$ cat config.mk
export PLATFORM = sky130hd
export DESIGN_NAME = multicycle_adder
export DESIGN_NICKNAME = d
export VERILOG_FILES = /design/src/rtl/multicycle_adder_pkg.sv /design/src/rtl/multicycle_adder_chunk.sv /design/src/rtl/multicycle_adder.sv
export SDC_FILE = /design/constraint.sdc
export NUM_CORES = 1
export LEC_CHECK = 0
export BUFFER_PORTS_ARGS = -buffer_cell sky130_fd_sc_hd__buf_4
export CAP_MARGIN = 20
export CORE_UTILIZATION = 40
export DETAILED_ROUTE_END_ITERATION = 8
export SETUP_SLACK_MARGIN = 0.02
export SYNTH_ARGS = -nofsm -noshare
export SYNTH_HDL_FRONTEND = slang
export SYNTH_SLANG_ARGS = --single-unit
export TNS_END_PERCENT = 1
$ cat constraint.sdc
create_clock -name clk -period 14.7 [get_ports clk]
set_clock_uncertainty 0.05 [all_clocks]
set_input_delay 1.47 -clock clk [delete_from_list [all_inputs] [get_ports clk]]
set_output_delay 1.47 -clock clk [all_outputs]
set_load 0.1 [all_outputs]
$ cat src/rtl/multicycle_adder_pkg.sv
// Shared definitions for the chunk-serial adder: FSM state encoding and default sizes.
// Latency: n/a (declarations only).
// Backpressure: n/a.
package multicycle_adder_pkg;

    localparam int DEF_WIDTH = 32;
    localparam int DEF_CHUNK = 8;

    typedef enum logic [1:0] {
        ST_IDLE = 2'b00,
        ST_BUSY = 2'b01,
        ST_DONE = 2'b10
    } state_t;

    // Width of the chunk index counter; never narrower than one bit.
    function automatic int idx_width(input int nchunk);
        return (nchunk > 1) ? $clog2(nchunk) : 1;
    endfunction

endpackage

$ cat src/rtl/multicycle_adder_chunk.sv
// CHUNK-bit ripple-carry adder slice, reused once per clock by the multicycle adder.
// Latency: purely combinational.
// Backpressure: none; the caller sequences chunks through it.
module adder_chunk #(
    parameter int CHUNK = 8
) (
    input  logic [CHUNK-1:0] a,
    input  logic [CHUNK-1:0] b,
    input  logic             cin,
    output logic [CHUNK-1:0] sum,
    output logic             cout,
    output logic             c_msb
);

    logic [CHUNK:0] c;

    // Ripple the carry bit by bit; c[i] is the carry into bit i.
    always_comb begin
        c    = '0;
        sum  = '0;
        c[0] = cin;
        for (int i = 0; i < CHUNK; i++) begin
            sum[i]   = a[i] ^ b[i] ^ c[i];
            c[i + 1] = (a[i] & b[i]) | (c[i] & (a[i] ^ b[i]));
        end
        cout  = c[CHUNK];
        c_msb = c[CHUNK - 1];
    end

endmodule

$ cat src/rtl/multicycle_adder.sv
// Add/subtract of two WIDTH-bit operands, CHUNK bits per clock through one shared slice.
// Latency: done pulses NCHUNK edges after the edge that accepts start.
// Backpressure: start is only accepted in IDLE or DONE; requests while BUSY are dropped.
module multicycle_adder
    import multicycle_adder_pkg::*;
#(
    parameter int WIDTH = DEF_WIDTH,
    parameter int CHUNK = DEF_CHUNK
) (
    input  logic             clk,
    input  logic             clr,
    input  logic             start,
    input  logic             sub,
    input  logic [WIDTH-1:0] a,
    input  logic [WIDTH-1:0] b,
    input  logic             cin,
    output logic             busy,
    output logic             done,
    output logic [WIDTH-1:0] sum,
    output logic             cout,
    output logic             ovf
);

    localparam int NCHUNK = WIDTH / CHUNK;
    localparam int KW     = idx_width(NCHUNK);

    if ((WIDTH % CHUNK) != 0) begin : g_bad_chunk
        $error("multicycle_adder: WIDTH must be a multiple of CHUNK");
    end

    state_t           state_q, state_d;
    logic [KW-1:0]    k_q, k_d;
    logic [WIDTH-1:0] a_q, a_d;
    logic [WIDTH-1:0] b_q, b_d;
    logic             carry_q, carry_d;
    logic [WIDTH-1:0] sum_q, sum_d;
    logic             cout_q, cout_d;
    logic             ovf_q, ovf_d;

    logic [CHUNK-1:0] a_chk;
    logic [CHUNK-1:0] b_chk;
    logic [CHUNK-1:0] s_chk;
    logic             chk_cout;
    logic             chk_cmsb;
    logic             accept;
    logic             last_chunk;

    assign accept     = start && ((state_q == ST_IDLE) || (state_q == ST_DONE));
    assign last_chunk = (k_q == KW'(NCHUNK - 1));

    // Select the operand chunk addressed by the index counter.
    always_comb begin
        a_chk = '0;
        b_chk = '0;
        for (int i = 0; i < NCHUNK; i++) begin
            if (k_q == KW'(i)) begin
                a_chk = a_q[i*CHUNK +: CHUNK];
                b_chk = b_q[i*CHUNK +: CHUNK];
            end
        end
    end

    adder_chunk #(
        .CHUNK (CHUNK)
    ) u_chunk (
        .a     (a_chk),
        .b     (b_chk),
        .cin   (carry_q),
        .sum   (s_chk),
        .cout  (chk_cout),
        .c_msb (chk_cmsb)
    );

    // State and datapath registers; clr wins over everything and drops any in-flight op.
    always_ff @(posedge clk) begin
        if (clr) begin
            state_q <= ST_IDLE;
            k_q     <= '0;
            a_q     <= '0;
            b_q     <= '0;
            carry_q <= 1'b0;
            sum_q   <= '0;
            cout_q  <= 1'b0;
            ovf_q   <= 1'b0;
        end else begin
            state_q <= state_d;
            k_q     <= k_d;
            a_q     <= a_d;
            b_q     <= b_d;
            carry_q <= carry_d;
            sum_q   <= sum_d;
            cout_q  <= cout_d;
            ovf_q   <= ovf_d;
        end
    end

    // Next-state logic: IDLE -> BUSY on start, BUSY -> DONE after the last chunk,
    // DONE -> BUSY again if start is already waiting, otherwise back to IDLE.
    always_comb begin
        state_d = state_q;
        case (state_q)
            ST_IDLE: if (start)      state_d = ST_BUSY;
            ST_BUSY: if (last_chunk) state_d = ST_DONE;
            ST_DONE: state_d = start ? ST_BUSY : ST_IDLE;
            default: state_d = ST_IDLE;
        endcase
    end

    // Datapath: capture operands on accept (subtract folds into ~b and an inverted
    // carry-in), then write one result chunk per BUSY cycle. Unwritten chunks of sum
    // keep their previous value; cout/ovf only change on the final chunk.
    always_comb begin
        k_d     = k_q;
        a_d     = a_q;
        b_d     = b_q;
        carry_d = carry_q;
        sum_d   = sum_q;
        cout_d  = cout_q;
        ovf_d   = ovf_q;
        if (accept) begin
            a_d     = a;
            b_d     = sub ? ~b : b;
            carry_d = cin ^ sub;
            k_d     = '0;
        end else if (state_q == ST_BUSY) begin
            for (int i = 0; i < NCHUNK; i++) begin
                if (k_q == KW'(i)) begin
                    sum_d[i*CHUNK +: CHUNK] = s_chk;
                end
            end
            carry_d = chk_cout;
            k_d     = last_chunk ? '0 : k_q + KW'(1);
            if (last_chunk) begin
                cout_d = chk_cout;
                ovf_d  = chk_cmsb ^ chk_cout;
            end
        end
    end

    // Status outputs decode directly from the state register.
    always_comb begin
        busy = (state_q == ST_BUSY);
        done = (state_q == ST_DONE);
    end

    assign sum  = sum_q;
    assign cout = cout_q;
    assign ovf  = ovf_q;

endmodule
==> reports/qor.yml, run 1 <==
cpMostUsedCell: "fa_1"
ys.flop_type: "dfxtp_1"
ys_warn_count: 0
setup_viol: 0
power_density_mw_per_mm2: 116
synth_top_family_by_area: "compound AO/OA/AOI/OAI gates"
p_leak_nw: 2.18
path_delay_family: "adder cells"
cp.buffers_inverters: 4
fp.dieW_um: 110
grt_overflow: 0
track_usage_pct: 18.4
whs_endpoint: "a_q[29]"
synth_xor_area_share_pct: 6.38
finalWirelength_um: 10900
clock_latency_ps: 340
path_cells: "inv_1 -> ha_1 -> nor2b_2 -> a221o_1 -> a22oi_1 -> fa_1 -> fa_1 -> fa_1 -> fa_1 -> fa_1 -> inv_1 -> fa_1 -> inv_1 -> fa_1 -> inv_1 -> fa_1 -> mux2i_1 -> nor2_1"
cp_max_fo: 18
muxShareOfSynthArea_pct: 2.36
coreArea_mm2: 0.0114
drt-pass1-iter-count: 6
slew_viol_final: 0
r2r_end: "sum[23]"
synth-compound-area-share_pct: 21.1
synth_edf_count: 0
grt_pass1_wl_um: 17000
syn_avg_cell_area_um2: 9.01
cts_setup_buffers: 0
avgRoutedWirePerCell_um: 14.8
cp-end-kind: "flip-flop"
place_congestion: 0.736
synth-async-reset-ratio_pct: 0
hp-start: "a_q[29]"
n_antenna_cell: 0
hold_buffers: 0
final_nets: 668
cts_tree: "yes"
synth_cell_types: 31
start_util_pct: 40.9
max_freq_mhz: 182
cts_resized: 0
min_period_ps: 5510
fin_cells: 735
worstMarginPinSlew_ps: 1060
max-slew-margin-rel_pct: 29.6
vdd_drop_max_mv: 0.0671
vias: 3731
io_pins: 105
synth_nets: 599
post-dp-hpwl_um: 7790
ant_nets: 0
status: "complete, no violations"
critPathMaxStageDelay_ps: 640
crit_slowest_cell: "nor2b_2"
synth_top_area_share_pct: 44.2
rows: 39
synth_seq_cells: 103
cts-root-buf: "clkbuf_16"
drcViolationCount: 0
met1_usage_pct: 24.9
cts.clk_slew.worst_paths_ps: 70
use_met2_pct: 29.5
drive_above_1_share_pct: 22.3
r2r_setup_slack_ps: 9190
setup_slack_ps: 9190
die_area_mm2: 0.0121
antenna_found_initial: 0
ys_seq_area_share_pct: 44.2
tns_ps: 0
worstReg2RegStart: "k_q[1]"
netlist_area_mm2: 0.00467
post-route-period-util_pct: 37.5
rsz0062_at_grt: "false"
synthTopCellsByArea: "dfxtp_1 (44%), a211oi_1 (8.7%), nand2_1 (5.7%), nor2_1 (5.5%), xnor2_1 (5.1%)"
synth_cells: 518
whs_path_depth: 2
vias_per_cell: 5.08
hold_class: "reg -> reg"
ys_top_cells_by_count: "dfxtp_1 (103), nand2_1 (71), nor2_1 (68)"
grt_max_degree: 104
crit_type: "reg -> reg"
numCtsBuffers: 9
htree_levels: 3
drt_iter0_drc: 236
post-place-ws_ps: 9200
cp.arrival_ps: 5650
port_buffers: 104
reg2regPathDepth: 18
globalRouteMet3Util_pct: 3.12
area_growth_pct: 20.6
maxCapViolCount: 0
whs_ps: 410
synth-simple-area-share_pct: 13.6
cts_sinks: 103
clk_path_buf_depth: 2
place.detailed.instances: 719
grt_pass1_vias: 3375
dieHeight_um: 110
synth_most_common_cell: "dfxtp_1"
synth_area_leader_cell: "dfxtp_1"
cp.required_ps: 14840
worstSetupStartpointType: "flip-flop"
gr-max-usage-layer: "met2"
hold_violations: 0
synthAdderAreaFrac_pct: 4.50
==> flip-flops by register name, summed over array words and instances (netlist names) <==
name,flops
k_q,2
ovf,1
state_q,2
a_q,32
b_q,32
cout,1
sum,32
carry_q,1
==> worst max-delay path by stage <==
stage          slack (ps)  depth (start not counted)      end  startpoint
6_report             9190                         18  sum[23]      k_q[1]
5_1_grt              8890                         18  sum[31]      k_q[1]
4_1_cts              9190                         18  sum[23]      k_q[1]
3_5_place_dp         9200                         18  sum[23]      k_q[1]
3_3_place_gp         9430                         18  sum[31]      k_q[1]
2_1_floorplan       10030                         21  sum[15]      k_q[1]
==> worst register-to-register path: cells and delay by family (launching register included) <==
kind                       cells  cell delay, ps
adders and majority gates      9            3410
and+or+nand+nor                2             700
buffers and inverters          4             320
AOI/OAI and AO/OA              2             350
muxes                          1             160
DFF                            1             380
==> metal layers <==
metal	up-vias	part of all wire, %
met4	0	2.1
met5	-	0
met2	90	46
met1	1714	48
li1	1907	-
met3	20	3.8
==> placed cells by master (no fill, tap or decap) <==
cell       count
or3_1          1
a221o_1       12
nand2b_1       2
nor2b_4        1
a211oi_2       3
nor2_1        68
ha_1           4
nor3_1         1
xor2_1         7
o21a_1         1
nand2_1       71
clkbuf_1       2
clkinv_2       1
a221oi_1       4
clkbuf_16      9
and3b_1        4
xnor2_1       27
clkinv_4       1
a22oi_2        6
mux2i_1       11
inv_6          3
a21oi_1       44
o31ai_1        4
inv_1         19
a311oi_1       1
buf_4        107
dfxtp_1      103
nor2b_1        6
fa_1           8
a211oi_1      54
nor2b_2        1
a22oi_1        6
==> power by group <==
| part | internal, mW | total, mW | switching [mW] | leakage (nW) |
|---|---|---|---|---|
| Combinational | 0.0471 | 0.124 | 0.0773 | 1.20 |
| Sequential | 0.296 | 0.307 | 0.0112 | 0.844 |
| Clock | 0.117 | 0.224 | 0.107 | 0.135 |
| Total | 0.460 | 0.656 | 0.195 | 2.18 |
==> through the flow <==
| step | util [%] | cell area, µm² | total power, mW |
|---|---|---|---|
| finish | 49.3 | 5630 | 0.656 |
| global route | 49.3 | 5630 | 0.684 |
| CTS | 49.3 | 5630 | 0.661 |
| detailed placement | 46.9 | 5360 | 0.439 |
| global placement | 46.9 | 5360 | 0.437 |
| floorplan | - | 4670 | 0.403 |
==> area by class of cell <==
class / instances / area, µm²
Clock inverter: 5 / 40.0
Fill cell: 1174 / 5790
Sequential cell: 103 / 2060
Multi-Input combinational cell: 347 / 2240
Timing Repair Buffer: 107 / 803
Tap cell: 143 / 179
Clock buffer: 11 / 233
Inverter: 19 / 71.3
==> cell families after synthesis <==
family          after synthesis
fa+ha+maj                    12
simple gates                155
xor+xnor                     34
compound gates              135
mux                          11
buf+inv                      68
flops                       103
Power figures use the tool's default switching activity.
==> inputs of run 2 (changes only) <==
- clock period: 14.7 -> 4.8 ns (I/O delays scaled with it)
==> reports/qor.yml, run 2 (synthesized netlist as in run 1, its figures left out) <==
area_growth_pct: 23.9
cp.required_ps: 4930
grt_overflow: 0
vias_per_cell: 4.99
numCtsBuffers: 9
worstMarginPinSlew_ps: 1060
grt_pass1_wl_um: 17200
critPathMaxStageDelay_ps: 460
drive_above_1_share_pct: 25.2
whs_ps: 340
cts.clk_slew.worst_paths_ps: 70
fin_area_mm2: 0.00578
path_cells: "inv_1 -> ha_2 -> nor2b_4 -> a221o_1 -> a22oi_1 -> fa_2 -> fa_2 -> fa_2 -> fa_2 -> fa_1 -> inv_1 -> fa_1 -> inv_1 -> fa_2 -> inv_1 -> fa_2 -> mux2i_1 -> nor2_1"
violations: "DRC"
max_freq_mhz: 223
fin_cells: 742
final_common_cell: "buf_4"
hold_buffers: 0
maxCapViolCount: 0
rows: 39
fp.dieW_um: 110
setup_viol: 0
tns_ps: 0
drcViolationCount: 2
cts-root-buf: "clkbuf_16"
cts_sinks: 103
rsz0062_at_grt: "false"
status: "finished, violations left"
p_comb_share_pct: 18.9
start_util_pct: 40.9
worstSetupStartpointType: "flip-flop"
power_frac_clock_pct: 36.3
drt_iter0_drc: 196
final_nets: 675
grt_max_degree: 104
p_sw_share_pct: 27.6
cp.arrival_ps: 4620
ant_nets: 0
track_usage_pct: 18.8
cp-end-kind: "flip-flop"
finalWirelength_um: 10900
cp_max_fo: 5
htree_levels: 3
drt-pass1-iter-count: 6
vdd_drop_max_mv: 0.194
clk_path_buf_depth: 2
die_area_mm2: 0.0121
port_buffers: 104
p_seq_share_pct: 44.9
coreArea_mm2: 0.0114
p_int_mw: 1.52
max-slew-margin-rel_pct: 29.5
post-route-period-util_pct: 93.4
cpMostUsedCell: "fa_2"
final_cell_mix: "buf_4 (112), dfxtp_1 (101), nand2_1 (71)"
slew_viol_final: 0
avgRoutedWirePerCell_um: 14.7
place.detailed.instances: 724
clock_latency_ps: 340
grt_pass1_vias: 3446
hold_violations: 0
place_area_mm2: 0.00540
p_leak_nw: 2.23
dieHeight_um: 110
power_density_mw_per_mm2: 363
place_congestion: 0.782
min_period_ps: 4490
vias: 3700
switching_power_uw: 580
post-dp-hpwl_um: 8040
io_pins: 105
hold_class: "in -> reg"
antenna_found_initial: 0
crit_slowest_cell: "fa_2"
crit_type: "reg -> reg"
cts_tree: "yes"
n_antenna_cell: 0
## run 2: area by class of cell
cell class | count | area (µm²)
Fill cell | 1082 | 5640
Multi-Input combinational cell | 347 | 2280
Sequential cell | 103 | 2060
Timing Repair Buffer | 114 | 872
Clock buffer | 11 | 233
Tap cell | 143 | 179
Clock inverter | 5 | 82.6
Inverter | 19 | 71.3
## run 2: power groups by stage
stage / sequential, mW / combinational (mW) / clock (mW)
5_1_grt: 0.947 / 0.430 / 0.817
4_1_cts: 0.942 / 0.390 / 0.780
3_3_place_gp: 0.961 / 0.383 / 0
3_5_place_dp: 0.961 / 0.388 / 0
6_report: 0.942 / 0.396 / 0.762
2_1_floorplan: 1.01 / 0.222 / 0
## run 2: final timing paths
kind	start	to	slack, ps	cells past startpoint
worst max-delay path	k_q[0]	sum[31]	310	18
worst min register to register	a_q[18]	a_q[18]	410	2
worst min-delay path	a[17]	a_q[17]	340	3
worst max register to register	k_q[0]	sum[31]	310	18
## run 2: per-layer routing
metal	track usage [%]	share of wire, %	up-vias
met5	0	0	-
met4	5.14	0.41	0
met3	3.76	4.1	2
met2	30.5	49	85
met1	25.3	47	1691
li1	-	-	1922
## run 2: critical path: cells and delay by family (launching register included)
kind	cells	cell delay, ps
adder cells (fa/ha/maj)	9	2960
flip-flops	1	350
buffers and inverters	4	310
AO/OA/AOI/OAI	2	260
AND/OR/NAND/NOR	2	210
multiplexers	1	160
## run 2: per-stage QoR
stage / util (%) / power, mW / setup slack, ps
final: 50.6 / 2.10 / 314
after global routing: 50.6 / 2.19 / 55.0
after CTS: 50.1 / 2.11 / 32.4
after detailed placement: 47.3 / 1.35 / 6.34
after global placement: 47.3 / 1.34 / 203
after floorplan: - / 1.23 / 132
## run 2: what timing repair did
| action | CTS | global route |
|---|---|---|
| endpoints found under the setup margin | 4 | 6 |
| pin swaps | 0 | 1 |
| buffers inserted | 1 | 0 |
| resized for setup | 1 | 14 |
==> inputs of run 3 (changes only) <==
- CTS_BUF_LIST: not set -> sky130_fd_sc_hd__clkbuf_4
==> reports/qor.yml, run 3 (synthesized netlist as in run 1, its figures left out) <==
p_leak_nw: 2.17
worstMarginPinSlew_ps: 1070
track_usage_pct: 18.8
max-slew-margin-rel_pct: 28.9
grt_pass1_vias: 3477
numCtsBuffers: 9
hold_buffers: 0
max_freq_mhz: 221
clk_path_buf_depth: 2
fp.dieW_um: 110
rows: 39
cp_max_fo: 5
clock_latency_ps: 460
whs_ps: 203
vdd_drop_max_mv: 0.170
hold_violations: 0
dieHeight_um: 110
cts.clk_slew.worst_paths_ps: 160
n_antenna_cell: 0
vias_per_cell: 4.99
antenna_found_initial: 0
final_common_cell: "buf_4"
place.detailed.instances: 724
drt-pass1-iter-count: 6
grt_max_degree: 104
die_area_mm2: 0.0121
cpMostUsedCell: "fa_2"
tns_ps: 0
place_congestion: 0.782
violations: "DRC"
port_buffers: 104
avgRoutedWirePerCell_um: 14.8
cts_tree: "yes"
setup_viol: 0
start_util_pct: 40.9
r2r_setup_slack_ps: 280
grt_overflow: 0
htree_levels: 3
post-dp-hpwl_um: 8040
coreArea_mm2: 0.0114
worstSetupStartpointType: "flip-flop"
worstReg2RegStart: "k_q[0]"
final_cell_mix: "buf_4 (112), dfxtp_1 (101), nand2_1 (71)"
cp-end-kind: "flip-flop"
drcViolationCount: 2
area_growth_pct: 20.7
power_density_mw_per_mm2: 327
rsz0062_at_grt: "false"
cp.arrival_ps: 4770
finalWirelength_um: 11000
drive_above_1_share_pct: 25.2
post-route-period-util_pct: 94.1
vias: 3706
cts-root-buf: "clkbuf_4"
hold_class: "in -> reg"
drt_iter0_drc: 195
grt_pass1_wl_um: 17300
cp.required_ps: 5060
path_cells: "inv_1 -> ha_1 -> nor2b_4 -> a221o_1 -> a22oi_1 -> fa_2 -> fa_2 -> fa_2 -> fa_2 -> fa_1 -> inv_1 -> fa_1 -> inv_1 -> fa_2 -> inv_1 -> fa_2 -> mux2i_1 -> nor2_1"
slew_viol_final: 0
ant_nets: 0
num-fill-cells: 1099
final_nets: 675
min_period_ps: 4520
status: "finished, violations left"
crit_slowest_cell: "fa_2"
startpoint: "k_q[0]"
hp-start: "a[5]"
cts_sinks: 103
maxCapViolCount: 0
crit_type: "reg -> reg"
io_pins: 105
fin_cells: 742
critPathMaxStageDelay_ps: 460
==> run 3: changes by cell type in the layout (fill, tap and decap cells not counted) <==
cell       change
clkbuf_16      -9
dfxtp_4        +1
inv_1          +1
dfxtp_2        -1
inv_2          -1
clkbuf_4      +11
ha_2           -1
ha_1           +1
clkbuf_1       -2
==> run 3: worst max-delay path: cells and delay by family, from the launching register on <==
kind	cells	cell delay, ps
adders and majority gates	9	2950
buffers and inverters	4	310
and+or+nand+nor	2	230
AOI/OAI and AO/OA	2	260
DFF	1	400
muxes	1	160
==> run 3: final cells by class <==
type	instances	area, µm²	area share [%]
Clock buffer	11	82.6	1.47
Inverter	19	71.3	1.27
Multi-Input combinational cell	347	2280	40.4
Clock inverter	5	82.6	1.47
Sequential cell	103	2070	36.7
Tap cell	143	179	3.18
Timing Repair Buffer	114	872	15.5
==> run 3: worst paths after layout <==
path	endpoint	cells after the start
max reg2reg	sum[31]	18
max	sum[31]	18
min reg2reg	a_q[18]	2
min	a_q[5]	3
==> run 3: repair_timing <==
item,CTS,global route
resized for setup,2,12
setup buffers,1,0
pin swaps,0,2
endpoints found under the setup margin,4,6
==> run 3: power by group <==
part	switching, mW	internal, mW
registers	0.0351	0.908
clock network	0.281	0.223
logic	0.241	0.155
==> run 3: metrics by stage <==
step                      setup slack (ps)  util, %  power [mW]  instance area, µm²
after floorplan                        132        -        1.23                4670
after global placement                 203     47.3        1.34                5400
after detailed placement              6.34     47.3        1.35                5400
after CTS                             26.6     48.8        1.85                5570
after global routing                  15.6     49.3        1.93                5630
final                                  282     49.3        1.84                5630
==> run 3: per-layer routing <==
layer / routed length [µm] / GRT usage [%]
met5: 0 / 0
met1: 5170 / 25.7
met3: 485 / 3.41
met2: 5170 / 29.6
met4: 161 / 6.67
